--- config.mk ---
export PLATFORM = sky130hd
export DESIGN_NAME = port_pipe
export DESIGN_NICKNAME = d
export VERILOG_FILES = /design/src/rtl/port_pipe_pkg.sv /design/src/rtl/port_pipe_mem.sv /design/src/rtl/port_pipe.sv
export SDC_FILE = /design/constraint.sdc
export NUM_CORES = 1
export LEC_CHECK = 0
export CORE_MARGIN = 3
export CORE_UTILIZATION = 30
export CTS_CLUSTER_DIAMETER = 80
export DETAILED_ROUTE_END_ITERATION = 8
export SYNTH_ARGS = -nofsm -noshare
export SYNTH_HDL_FRONTEND = slang
export SYNTH_SLANG_ARGS = --single-unit
--- constraint.sdc ---
create_clock -name clk -period 6.6 [get_ports clk]
set_input_delay 1.32 -clock clk [delete_from_list [all_inputs] [get_ports clk]]
set_output_delay 1.32 -clock clk [all_outputs]
set_load 0.005 [all_outputs]
--- src/rtl/port_pipe_pkg.sv ---
// Shared defaults and width helpers for the port_pipe buffer.
package port_pipe_pkg;

  localparam int unsigned DEF_WIDTH    = 32;
  localparam int unsigned DEF_CHANNELS = 1;
  localparam int unsigned DEF_DEPTH    = 2;
  localparam int          DEF_OFFSET   = 2;

  // Pointer width for a DEPTH-entry array; never narrower than one bit.
  function automatic int unsigned ptr_width(input int unsigned depth);
    return (depth > 1) ? $clog2(depth) : 1;
  endfunction

  function automatic int unsigned count_width(input int unsigned depth);
    return $clog2(depth + 1);
  endfunction

endpackage

--- src/rtl/port_pipe_mem.sv ---
// DEPTH-entry storage array: one synchronous write port, one asynchronous read port.
module port_pipe_mem
  import port_pipe_pkg::*;
#(
  parameter int unsigned DW    = DEF_WIDTH * DEF_CHANNELS,
  parameter int unsigned DEPTH = DEF_DEPTH,
  localparam int unsigned PW   = ptr_width(DEPTH)
) (
  input  logic          clk,
  input  logic          wr_en,
  input  logic [PW-1:0] wr_addr,
  input  logic [DW-1:0] wr_data,
  input  logic [PW-1:0] rd_addr,
  output logic [DW-1:0] rd_data
);

  logic [DW-1:0] mem_q [DEPTH];

  always_ff @(posedge clk) begin
    if (wr_en) begin
      mem_q[wr_addr] <= wr_data;
    end
  end

  assign rd_data = mem_q[rd_addr];

endmodule

--- src/rtl/port_pipe.sv ---
// Multi-lane valid/ready buffer with registered head output.
// Optional build macro PORT_PIPE_OFFSET_EN adds OFFSET to each lane at write time.
module port_pipe
  import port_pipe_pkg::*;
#(
  parameter int unsigned WIDTH    = DEF_WIDTH,
  parameter int unsigned CHANNELS = DEF_CHANNELS,
  parameter int unsigned DEPTH    = DEF_DEPTH,
  parameter int          OFFSET   = DEF_OFFSET
) (
  input  logic                          clk,
  input  logic                          rst,
  input  logic                          in_valid,
  output logic                          in_ready,
  input  logic [CHANNELS*WIDTH-1:0]     in_data,
  output logic                          out_valid,
  input  logic                          out_ready,
  output logic [CHANNELS*WIDTH-1:0]     out_data,
  output logic [$clog2(DEPTH+1)-1:0]    count
);

  localparam int unsigned PW = ptr_width(DEPTH);
  localparam int unsigned CW = count_width(DEPTH);
  localparam int unsigned DW = CHANNELS * WIDTH;

`ifdef PORT_PIPE_OFFSET_EN
  localparam bit OFFSET_EN = 1'b1;
`else
  localparam bit OFFSET_EN = 1'b0;
`endif
  localparam logic [WIDTH-1:0] LANE_ADD = OFFSET_EN ? WIDTH'(OFFSET) : '0;

  logic [PW-1:0] wr_ptr_q, wr_ptr_d;
  logic [PW-1:0] rd_ptr_q, rd_ptr_d;
  logic [CW-1:0] count_q, count_d;
  logic [DW-1:0] out_data_q, out_data_d;
  logic [DW-1:0] wr_data, rd_data;
  logic          push, pop;

  function automatic logic [PW-1:0] ptr_inc(input logic [PW-1:0] p);
    return (p == PW'(DEPTH - 1)) ? '0 : p + 1'b1;
  endfunction

  assign in_ready  = (count_q < CW'(DEPTH));
  assign out_valid = (count_q != '0);
  assign push      = in_valid & in_ready;
  assign pop       = out_valid & out_ready;
  assign out_data  = out_data_q;
  assign count     = count_q;

  // Lanes are added independently so no carry crosses a lane boundary.
  always_comb begin
    wr_data = '0;
    for (int unsigned k = 0; k < CHANNELS; k++) begin
      wr_data[k*WIDTH +: WIDTH] = in_data[k*WIDTH +: WIDTH] + LANE_ADD;
    end
  end

  // out_data is a register preloaded with the entry that will be head after
  // this edge; when that slot is being written now, take the write data.
  always_comb begin
    count_d    = count_q;
    wr_ptr_d   = push ? ptr_inc(wr_ptr_q) : wr_ptr_q;
    rd_ptr_d   = pop  ? ptr_inc(rd_ptr_q) : rd_ptr_q;
    out_data_d = out_data_q;
    if (push && !pop) begin
      count_d = count_q + 1'b1;
    end else if (pop && !push) begin
      count_d = count_q - 1'b1;
    end
    if (count_d != '0) begin
      out_data_d = (push && (rd_ptr_d == wr_ptr_q)) ? wr_data : rd_data;
    end
  end

  always_ff @(posedge clk or posedge rst) begin
    if (rst) begin
      wr_ptr_q   <= '0;
      rd_ptr_q   <= '0;
      count_q    <= '0;
      out_data_q <= '0;
    end else begin
      wr_ptr_q   <= wr_ptr_d;
      rd_ptr_q   <= rd_ptr_d;
      count_q    <= count_d;
      out_data_q <= out_data_d;
    end
  end

  port_pipe_mem #(
    .DW    (DW),
    .DEPTH (DEPTH)
  ) u_mem (
    .clk     (clk),
    .wr_en   (push),
    .wr_addr (wr_ptr_q),
    .wr_data (wr_data),
    .rd_addr (rd_ptr_d),
    .rd_data (rd_data)
  );

endmodule
# Word level (Yosys, flattened, before mapping)
# Memories as Yosys holds them, arrays and structs flattened. A register that Yosys moved wholly into a read port is not among the register bits.
# Index checks and enable logic that the tools add are counted.
[totals]
ff_bits = 4
ramBits = 64
in_bits = 36
out_inout_bits = 36
word_cells = 24
mem_count = 1
[memory_table]
columns = ["memory", "depth", "word_bits", "read_ports", "rd_ports_with_merged_regs", "wr", "line_no", "rtl"]
rows = [
  ["u_mem.mem_q", 2, 32, 1, 1, 1, "port_pipe_mem.sv:17", "logic [DW-1:0] mem_q [DEPTH];"],
]
[op_classes]
add_sub_neg = 4
magnitude_cmp = 1
n_mux = 7
bitwise_logic = 2
reduce_logical = 6
[ops]
columns = ["cell", "count"]
rows = [
  ["$mux W1", 5],
  ["$mux W2", 2],
  ["$reduce_bool A2 Y1", 2],
  ["$add A1 B1 Y1 const B", 2],
  ["$add A2 B1 Y2 const B", 1],
  ["$and A1 B1 Y1", 2],
  ["$logic_and A1 B1 Y1", 2],
  ["$logic_not A1 Y1", 2],
  ["$lt A2 B2 Y1 const B", 1],
  ["$sub A2 B1 Y2 const B", 1],
]

# Longest topological paths before layout
# Gate-level depths: netlist of the first run.
[logic_depth]
ltp_word = 7
ltp_mapped = 11
depth_no_buf = 8

# Hierarchy
# A second synthesis of the first run with hierarchy kept.
[unflattened]
hier_cells = 270
area_unflattened_um2 = 4252.8
[modules_own_cells]
columns = ["module", "instances", "cells_per_inst", "area_each_um2", "seq_area_each_um2"]
rows = [
  ["port_pipe_mem", 1, 102, 2478.6, 1921.8],
  ["port_pipe", 1, 168, 1774.2, 900.9],
]

# Worst setup path before layout of the first run
# No wires, ideal clock.
[synth_path]
kind = "input port to flip-flop"
startpoint = "input in_valid"
endpoint = "register out_data_q[0] (netlist: out_data[0]), read port of u_mem.mem_q"
setup_ps = 64
arrival_ps = 3337
required_ps = 6536
setup_slack_ps = 3200
stages = 6
path_buffers = 1
path_cell_list = "nand2b_1 > buf_2 > nor2_1 > o211ai_1 > a21oi_1 > a21o_1"
[synth_between]
elab_chain_len = 6
word_cells_on_any_way = 7
cone_classes = "mux: 2; bitwise: 1; reduce/logical: 4"
[synth_lines]
columns = ["item", "line_no", "rtl"]
rows = [
  ["from (decl)", "port_pipe.sv:13", "input logic in_valid,"],
  ["$and A1 B1 Y1 *", "port_pipe.sv:46", "assign push = in_valid & in_ready;"],
  ["$logic_not A1 Y1", "port_pipe.sv:68", "end else if (pop && !push) begin"],
  ["$logic_and A1 B1 Y1", "port_pipe.sv:68", ""],
  ["$mux W2", "port_pipe.sv:68", ""],
  ["$mux W2 *", "port_pipe.sv:66", "if (push && !pop) begin"],
  ["$reduce_bool A2 Y1 *", "port_pipe.sv:71", "if (count_d != '0) begin"],
  ["to (decl)", "port_pipe.sv:36", "logic [DW-1:0] out_data_q, out_data_d;"],
]
# Mark *: on every way between the ends. The rest lies on a longest branch, timed or not.
# A chain may end at the register's enable or synchronous reset.

# Worst setup path after layout of the first run
[layout_path]
startpoint = "input out_ready"
endpoint = "register out_data_q[10] (netlist: out_data[10]), read port of u_mem.mem_q"
[layout_between]
elab_chain_len = 5
word_cells_on_any_way = 8
cone_classes = "mux: 3; bitwise: 1; reduce/logical: 4"
[layout_lines]
columns = ["item", "line_no", "rtl"]
rows = [
  ["from (decl)", "port_pipe.sv:17", "input logic out_ready,"],
  ["$and A1 B1 Y1 *", "port_pipe.sv:47", "assign pop = out_valid & out_ready;"],
  ["$logic_and A1 B1 Y1 / $logic_not A1 Y1 (equally long branches)", "port_pipe.sv:68, port_pipe.sv:66", ""],
  ["$mux W2 / $logic_and A1 B1 Y1 (equally long branches)", "port_pipe.sv:68, port_pipe.sv:66", ""],
  ["$mux W2", "port_pipe.sv:66", ""],
  ["$reduce_bool A2 Y1", "port_pipe.sv:71", ""],
]
# Marks and branches as above.

==> results of run 1 <==
-- worst register-to-register path, delay by kind of cell, from the launching register on --
kind | cells | cell delay (ns)
AOI/OAI and AO/OA | 2 | 0.54
DFF | 1 | 0.44
xor gates and xnor gates | 1 | 0.88
buffers and inverters | 2 | 0.81
and+or+nand+nor | 2 | 1.17
adders and majority gates | 1 | 0.19
-- per-layer routing --
layer / global-route usage / vias to the layer above / part of all wire
met2: 0.2379 / 131 / 0.50
met1: 0.1753 / 1701 / 0.43
met5: 0 / - / 0
met3: 0.03625 / 2 / 0.068
li1: - / 1641 / -
met4: 0.03600 / 0 / 0.0020
-- final cells by class --
| cell class | instances | area (µm²) | area share |
|---|---|---|---|
| clock buffer | 11 | 242.7 | 0.04048 |
| sequential | 100 | 2824 | 0.4710 |
| tap | 211 | 264.0 | 0.04403 |
| timing repair buffer | 74 | 733.2 | 0.1223 |
| multi-input combinational | 272 | 1822 | 0.3038 |
| inverter | 6 | 25.02 | 0.004174 |
| clock inverter | 5 | 85.08 | 0.01419 |
-- registers in the layout, indices dropped and copies added (netlist names) --
register / flops
rd_ptr_q: 1
out_data: 32
wr_ptr_q: 1
u_mem.mem_q: 64
count: 2
-- logic make-up after synthesis --
| kind of cell | after synthesis | synth area share |
|---|---|---|
| AO/OA/AOI/OAI | 130 | 0.2317 |
| XOR/XNOR | 4 | 0.01102 |
| adder cells (fa/ha/maj) | 1 | 0.002563 |
| buffers and inverters | 44 | 0.05383 |
| flip-flops | 100 | 0.5783 |
| multiplexers | 2 | 0.004102 |
| AND/OR/NAND/NOR | 135 | 0.1184 |
-- report_power, final --
group / total [W] / switching [W] / leakage, nW / internal (W)
Clock: 0.000577 / 0.000233 / 0.156 / 0.000344
Combinational: 0.00138 / 0.000765 / 0.825 / 0.000613
Sequential: 0.00101 / 0.000145 / 1.02 / 0.000861
-- worst max-delay path by stage --
stage,from,slack (ns),cells after the start,to
floorplan,in_valid,3.20,6,out_data[0]$_DFFE_PP0P_
global placement,out_ready,1.51,7,out_data[14]$_DFFE_PP0P_
detailed placement,out_ready,1.41,7,out_data[10]$_DFFE_PP0P_
CTS,out_ready,1.79,7,out_data[19]$_DFFE_PP0P_
global route,out_ready,1.57,7,out_data[16]$_DFFE_PP0P_
finish,out_ready,1.74,7,out_data[10]$_DFFE_PP0P_
-- metrics by stage --
| stage | instance area (µm²) | worst slack (ns) | hold slack (ns) | total power (W) |
|---|---|---|---|---|
| after floorplan | 4881 | 3.200 | 0.4709 | 0.002014 |
| after global placement | 5668 | 1.513 | 0.4669 | 0.002372 |
| after detailed placement | 5668 | 1.411 | 0.4690 | 0.002416 |
| after CTS | 5996 | 1.793 | 0.4860 | 0.002995 |
| after global routing | 5996 | 1.566 | 0.5040 | 0.003164 |
| final | 5996 | 1.744 | 0.4808 | 0.002962 |
-- placed cells by master (no fill, tap or decap), drive strengths merged, types with 4 or more instances in the layout --
master / instances
a221oi: 31
clkbuf: 11
clkdlybuf4s50: 71
dfrtp: 36
edfxtp: 64
inv: 6
nand2: 63
nor2: 33
nor3: 31
o21a: 31
o21ai: 31
o31ai: 31
xnor2: 4
==> results.cfg, run 1 <==
[run_status]
outcome = completed

[synth]
ys_types = 37
syn_inst = 416
ys_warn_count = 0
synth_area_leader_cell = edfxtp_1
post-synth-top-count-cell = edfxtp_1
ys.flop_type = edfxtp_1
synth-edff-count = 64
yosys-top-cells-count = 64 x edfxtp_1, 63 x nand2_1, 36 x dfrtp_1, 32 x nor2_1
syn-num-nets = 453
netlist.area_leader.share = 0.3937
avgSynthCellArea_um2 = 11.73
ys_seq_elements = 100
synthArstFlopShare = 0.3600
synth_area_leaders = edfxtp_1 39%, dfrtp_1 18%, a221oi_2 5.2%, nand2_1 4.8%, o21a_1 4.8%
yosysSeqAreaShare = 0.5783
synth_area_mm2 = 0.004881

[place]
place.detailed.hpwl_um = 6985
port_buffers = 71
gp_congestion = 0.6739
post-place-cells = 663

[floorplanning]
fp-row-count = 45
ioPinCount = 72
dieHeight_um = 133.6
start_util = 0.3141
dieArea_mm2 = 0.01784
fp.dieW_um = 133.6
fp.coreArea_mm2 = 0.01554

[sta]
setup_viol = 0
slew-limit-headroom = 0.2462
hold_viol = 0
fmax_mhz = 205.9
drv_slew = 0
rsz0062_at_grt = no
fin_crit_sh = 0.7358
post-route-min-period_ns = 4.856
worstMarginPinSlew_ns = 1.131
fin_tns_setup_ns = 0
skew_ns = 0.007990

[worst_setup_path]
reg2reg_from = count[1]$_DFF_PP0_
cp.required_ns = 6.84
crit_type = in -> reg
max_stage_delay_ns = 1.03
cp-start-kind = input pin
r2r_end = out_data[10]$_DFFE_PP0P_
r2r_cells = 8
cpMaxStageDelayCell = nor2_4
crit_fanout = 96
setup.worst_path.end_class = register
crit_family = simple AND/OR/NAND/NOR gates
worstPathCellList = clkdlybuf4s50_1 > nor2b_2 > xnor2_4 > inv_4 > nor2_4 > a221oi_1 > o31ai_1
ff2ff_setup_slack_ns = 2.47
cp.buffers_inverters = 2
worst_ep_arrival_time_ns = 5.10

[route]
wl_um = 12310
drt_iter0_drc = 299
ant_nets = 0
wl_per_cell_um = 18.12
vias_per_cell = 5.118
drtPass1Iterations = 5
drcViolationCount = 0
vias = 3475

[global_route]
grt_pass1_vias = 3692
antenna_found_initial = 0
grt_pass1_wl_um = 19720
grt_max_degree = 97
track_usage = 0.1390
gr-total-overflow = 0

[layout]
syn_to_final_growth_pct = 22.84
nFillCells = 1525
drive_above_1_share = 0.1346
finalCoreUtilization = 0.3858
antenna_cells = 0
nets = 500
final_cells = 679

[clock_network]
clkTransAtPathRegs_ns = 0.07
cts_hold_buf = 0
cts.root.buffer_cell = clkbuf_16
clk_latency_ns = 0.34
cts_tree = built
post-cts-setup-buffers = 0
post_cts_resized = 0
numCtsBuffers = 9
cts_max_path_buffers = 2
clock_sinks = 100
htree_levels = 3

[pwr]
power.static_leakage_nw = 2.002
p_per_area_mw_per_mm2 = 494.0
ir_worst_vdd_mv = 0.1959

[hold_path]
min_from = out_data[0]$_DFFE_PP0P_
hold_depth = 1
whs_endpoint = out_data[0]$_DFFE_PP0P_
hold_path.class = reg -> reg

[run]
maxCapViolCount = 0
No activity file was read; power rests on OpenSTA's default activity.
==> inputs of run 2 (changes only) <==
clock period = 4.8 ns   (was 6.6 ns; I/O delays follow)
==> results.cfg, run 2 (synthesis results as in run 1) <==
[hold_path]
min_from = out_data[27]$_DFFE_PP0P_
hold_path.class = reg -> reg

[worst_setup_path]
crit_type = in -> reg
crit_start = out_ready
cp.buffers_inverters = 2
cp-start-kind = input pin
worstPathCellList = clkdlybuf4s50_1 > nor2b_2 > xnor2_4 > inv_4 > nor2_4 > a221oi_1 > o31ai_1
crit_fanout = 55
max_stage_delay_ns = 0.88
setup.worst_path.end_class = register
reg2reg_from = count[1]$_DFF_PP0_
crit_family = simple AND/OR/NAND/NOR gates
worst_ep_arrival_time_ns = 3.66
cp.required_ns = 5.05
cpMaxStageDelayCell = nor2_4

[sta]
slew-limit-headroom = 0.2849
rsz0062_at_grt = no
hold_viol = 0
fmax_mhz = 293.6
fin_crit_sh = 0.7097
setup_viol = 0
skew_ns = 0.006397
fin_tns_setup_ns = 0
drv_slew = 0
worstMarginPinSlew_ns = 1.068
post-route-min-period_ns = 3.407

[clock_network]
post-cts-setup-buffers = 0
numCtsBuffers = 9
post_cts_resized = 0
clock_sinks = 100
clkTransAtPathRegs_ns = 0.07
htree_levels = 3
clk_latency_ns = 0.34
cts.root.buffer_cell = clkbuf_16
cts_max_path_buffers = 2
cts_tree = built
cts_hold_buf = 0

[layout]
antenna_cells = 0
drive_above_1_share = 0.1456
seqCellArea_mm2 = 0.002824
largest_reg_flops = 64
syn_to_final_growth_pct = 23.53
top_register = u_mem.mem_q
multiInputGateArea_mm2 = 0.001822
final_common_cell = clkdlybuf4s50_1
nFillCells = 1495
nets = 506
layout_common_cells = 71 x clkdlybuf4s50_1, 64 x edfxtp_1, 63 x nand2_1

[global_route]
track_usage = 0.1407
grt_pass1_wl_um = 19750
grt_pass1_vias = 3662
antenna_found_initial = 0
grt_max_degree = 56
gr-total-overflow = 0

[floorplanning]
ioPinCount = 72
fp-row-count = 45
dieHeight_um = 133.6
fp.dieW_um = 133.6
start_util = 0.3141
fp.coreArea_mm2 = 0.01554
dieArea_mm2 = 0.01784

[route]
drt_iter0_drc = 357
vias_per_cell = 5.150
vias = 3528
wl_um = 12670
ant_nets = 0
drtPass1Iterations = 4
wl_per_cell_um = 18.49
drcViolationCount = 0

[pwr]
power.static_leakage_nw = 2.022
ir_worst_vdd_mv = 0.3302
p_per_area_mw_per_mm2 = 679.3
total_power_w = 0.004096

[run_status]
outcome = completed

[place]
gp_congestion = 0.6941
place.detailed.hpwl_um = 7459
port_buffers = 71

[run]
maxCapViolCount = 0
==> run 2: cell count changes in the layout (fill, tap and decap cells not counted) <==
cell	change
clkbuf_8	-1
clkinv_1	+1
clkinv_2	+1
clkbuf_1	-1
buf_4	+6
clkinvlp_4	+2
clkinv_4	-2
==> run 2: layout make-up <==
class | count | share of cell area
clock buffers | 9 | 0.03735
clock inverters | 7 | 0.01515
repair buffers | 80 | 0.1291
well taps | 211 | 0.04379
multi-input cells | 272 | 0.3021
inverters | 6 | 0.004150
flip-flops and latches | 100 | 0.4684
==> run 2: path summary, 6_finish.rpt <==
path / to / slack (ns) / depth (start not counted)
max in group asynchronous: wr_ptr_q$_DFFE_PP0P_ / 3.07 / 2
min in group asynchronous: out_data[12]$_DFFE_PP0P_ / 1.12 / 2
worst min register to register: out_data[27]$_DFFE_PP0P_ / 0.48 / 2
worst min-delay path: out_data[27]$_DFFE_PP0P_ / 0.48 / 2
worst max register to register: out_data[14]$_DFFE_PP0P_ / 1.68 / 8
worst max-delay path: out_data[14]$_DFFE_PP0P_ / 1.39 / 7
==> run 2: worst reg2reg max path: cells and delay by family (launching register included) <==
family / cells / cell delay [ns]
AND/OR/NAND/NOR: 2 / 1.30
XOR/XNOR: 1 / 0.18
adder cells (fa/ha/maj): 1 / 0.23
buffers and inverters: 2 / 0.34
flip-flops: 1 / 0.46
AO/OA/AOI/OAI: 2 / 0.54
==> run 2: routing by layer <==
layer  global-route usage  wire length, µm  vias to the layer above
met2               0.2407             6301                      111
met5                    0                0                        -
met4              0.04914              160                        0
li1                     -                -                     1663
met3              0.03399              614                       13
met1               0.1738             5591                     1741
==> run 2: per-stage QoR <==
stage	std cells	hold slack (ns)	cell area [µm²]	util	worst slack (ns)
2_1_floorplan	416	0.4709	4881	-	1.760
3_3_place_gp	669	0.4648	5713	0.3676	1.081
3_5_place_dp	669	0.4731	5713	0.3676	1.037
4_1_cts	685	0.4883	6030	0.3880	1.402
5_1_grt	685	0.5153	6030	0.3880	1.240
6_report	685	0.4826	6030	0.3880	1.393
==> run 2: power by group <==
part	switching [W]	total [W]	internal, W
sequential	0.000199	0.00138	0.00118
clock	0.000314	0.000768	0.000454
combinational	0.00108	0.00195	0.000865
total	0.00159	0.00410	0.00250
==> inputs of run 3 (changes only) <==
clock period = 3.35 ns   (was 4.8 ns; I/O delays follow)
==> results.cfg, run 3 (synthesis results as in run 1) <==
[run_status]
outcome = completed

[worst_setup_path]
cp.required_ns = 3.60
cp-start-kind = register
max_stage_delay_ns = 0.62
worstPathCellList = inv_1 > ha_1 > nor2b_2 > mux2i_1 > o211ai_4 > buf_12 > nand2_1 > o31ai_2
crit_type = reg -> reg
critical_path_depth = 8
r2r_end = out_data[29]$_DFFE_PP0P_
crit_fanout = 29
ff2ff_setup_slack_ns = 0.78
cpMaxStageDelayCell = o211ai_4
worst_ep_arrival_time_ns = 2.81
setup.worst_path.end_class = register
crit_family = compound AO/OA/AOI/OAI gates
cp.buffers_inverters = 2
reg2reg_from = count[1]$_DFF_PP0_
r2r_cells = 8

[global_route]
grt-busiest-layer = met2
grt_pass1_vias = 3746
antenna_found_initial = 1
track_usage = 0.1471
gr-total-overflow = 0
grt_pass1_wl_um = 20610
use_met1 = 0.1876
use_met2 = 0.2508
use_met3 = 0.03361
grt_max_degree = 38

[clock_network]
cts_hold_buf = 0
clk_latency_ns = 0.34
cts_max_path_buffers = 2
clock_sinks = 100
numCtsBuffers = 9
cts_tree = built
cts.root.buffer_cell = clkbuf_16
post-cts-setup-buffers = 0
htree_levels = 3
post_cts_resized = 0
clkTransAtPathRegs_ns = 0.07

[route]
wl_um = 12940
ant_nets = 0
drt_iter0_drc = 258
vias_per_cell = 5.154
vias = 3572
drcViolationCount = 0
drtPass1Iterations = 4
wl_per_cell_um = 18.67

[floorplanning]
dieHeight_um = 133.6
fp.dieW_um = 133.6
fp-row-count = 45
fp.coreArea_mm2 = 0.01554
start_util = 0.3141
dieArea_mm2 = 0.01784
ioPinCount = 72

[layout]
antenna_cells = 0
layout_common_cells = 71 x clkdlybuf4s50_1, 64 x edfxtp_1, 63 x nand2_1
fin_area_mm2 = 0.006166
largest_reg_flops = 64
syn_to_final_growth_pct = 26.33
final_common_cell = clkdlybuf4s50_1
top_register = u_mem.mem_q
nets = 514
drive_above_1_share = 0.1598

[sta]
post-route-min-period_ns = 2.569
fin_crit_sh = 0.7669
rsz0062_at_grt = no
hold_viol = 0
slew-limit-headroom = 0.5158
skew_ns = 0.009089
drv_slew = 0
fin_tns_setup_ns = 0
worstMarginPinSlew_ns = 0.7228
fmax_mhz = 389.3
setup_viol = 0
fin_ws_ns = 0.7810

[place]
place_ws_ns = 0.3875
place.detailed.hpwl_um = 8081
gp_congestion = 0.7064
dpl-instance-area_mm2 = 0.005823
port_buffers = 71

[pwr]
power.static_leakage_nw = 2.091
ir_worst_vdd_mv = 0.4517
p_per_area_mw_per_mm2 = 997.8

[run]
maxCapViolCount = 0

[hold_path]
hold_depth = 1
whs_endpoint = out_data[0]$_DFFE_PP0P_
min_from = out_data[0]$_DFFE_PP0P_
hold_path.class = reg -> reg
## run 3: area by class of cell
cell class | count | area, µm²
clock inverters | 6 | 113.9
inverters | 6 | 25.02
well taps | 211 | 264.0
clock buffers | 10 | 229.0
repair buffers | 88 | 888.4
flip-flops and latches | 100 | 2824
fillers | 1525 | 9374
multi-input cells | 272 | 1822
## run 3: per-layer routing
metal,wire length [µm],share of wire
met3,665,0.051
met5,9,0.00070
met1,5580,0.43
met4,197,0.015
met2,6484,0.50
## run 3: metrics by stage
step	hold slack (ns)	std cells	util	power, W
6_report	0.4818	693	0.3968	0.006152
3_5_place_dp	0.4699	677	0.3747	0.005030
3_3_place_gp	0.4670	677	0.3747	0.004920
5_1_grt	0.5075	693	0.3968	0.006547
4_1_cts	0.4844	693	0.3968	0.006224
2_1_floorplan	0.4709	416	-	0.003967
## run 3: how the worst max path moves through the flow
| stage | startpoint | to | slack [ns] |
|---|---|---|---|
| detailed placement | out_ready | out_data[29]$_DFFE_PP0P_ | 0.39 |
| CTS | count[1]$_DFF_PP0_ | out_data[29]$_DFFE_PP0P_ | 0.72 |
| global placement | out_ready | out_data[6]$_DFFE_PP0P_ | 0.45 |
| floorplan | in_valid | out_data[0]$_DFFE_PP0P_ | 0.60 |
| global route | count[1]$_DFF_PP0_ | out_data[3]$_DFFE_PP0P_ | 0.56 |
| finish | count[1]$_DFF_PP0_ | out_data[29]$_DFFE_PP0P_ | 0.78 |
## run 3: worst reg2reg max path, cell delays in order, from the launching register on
cell and delay, ns:
dfrtp_1 0.46, inv_1 0.13, ha_1 0.22, nor2b_2 0.38, mux2i_1 0.19, o211ai_4 0.62
buf_12 0.29, nand2_1 0.12, o31ai_2 0.07
## run 3: power breakdown
part / total, W / internal [W] / switching, W / leakage (nW)
registers: 0.00193 / 0.00169 / 0.000234 / 1.02
clock network: 0.00119 / 0.000732 / 0.000458 / 0.159
logic: 0.00303 / 0.00137 / 0.00166 / 0.911
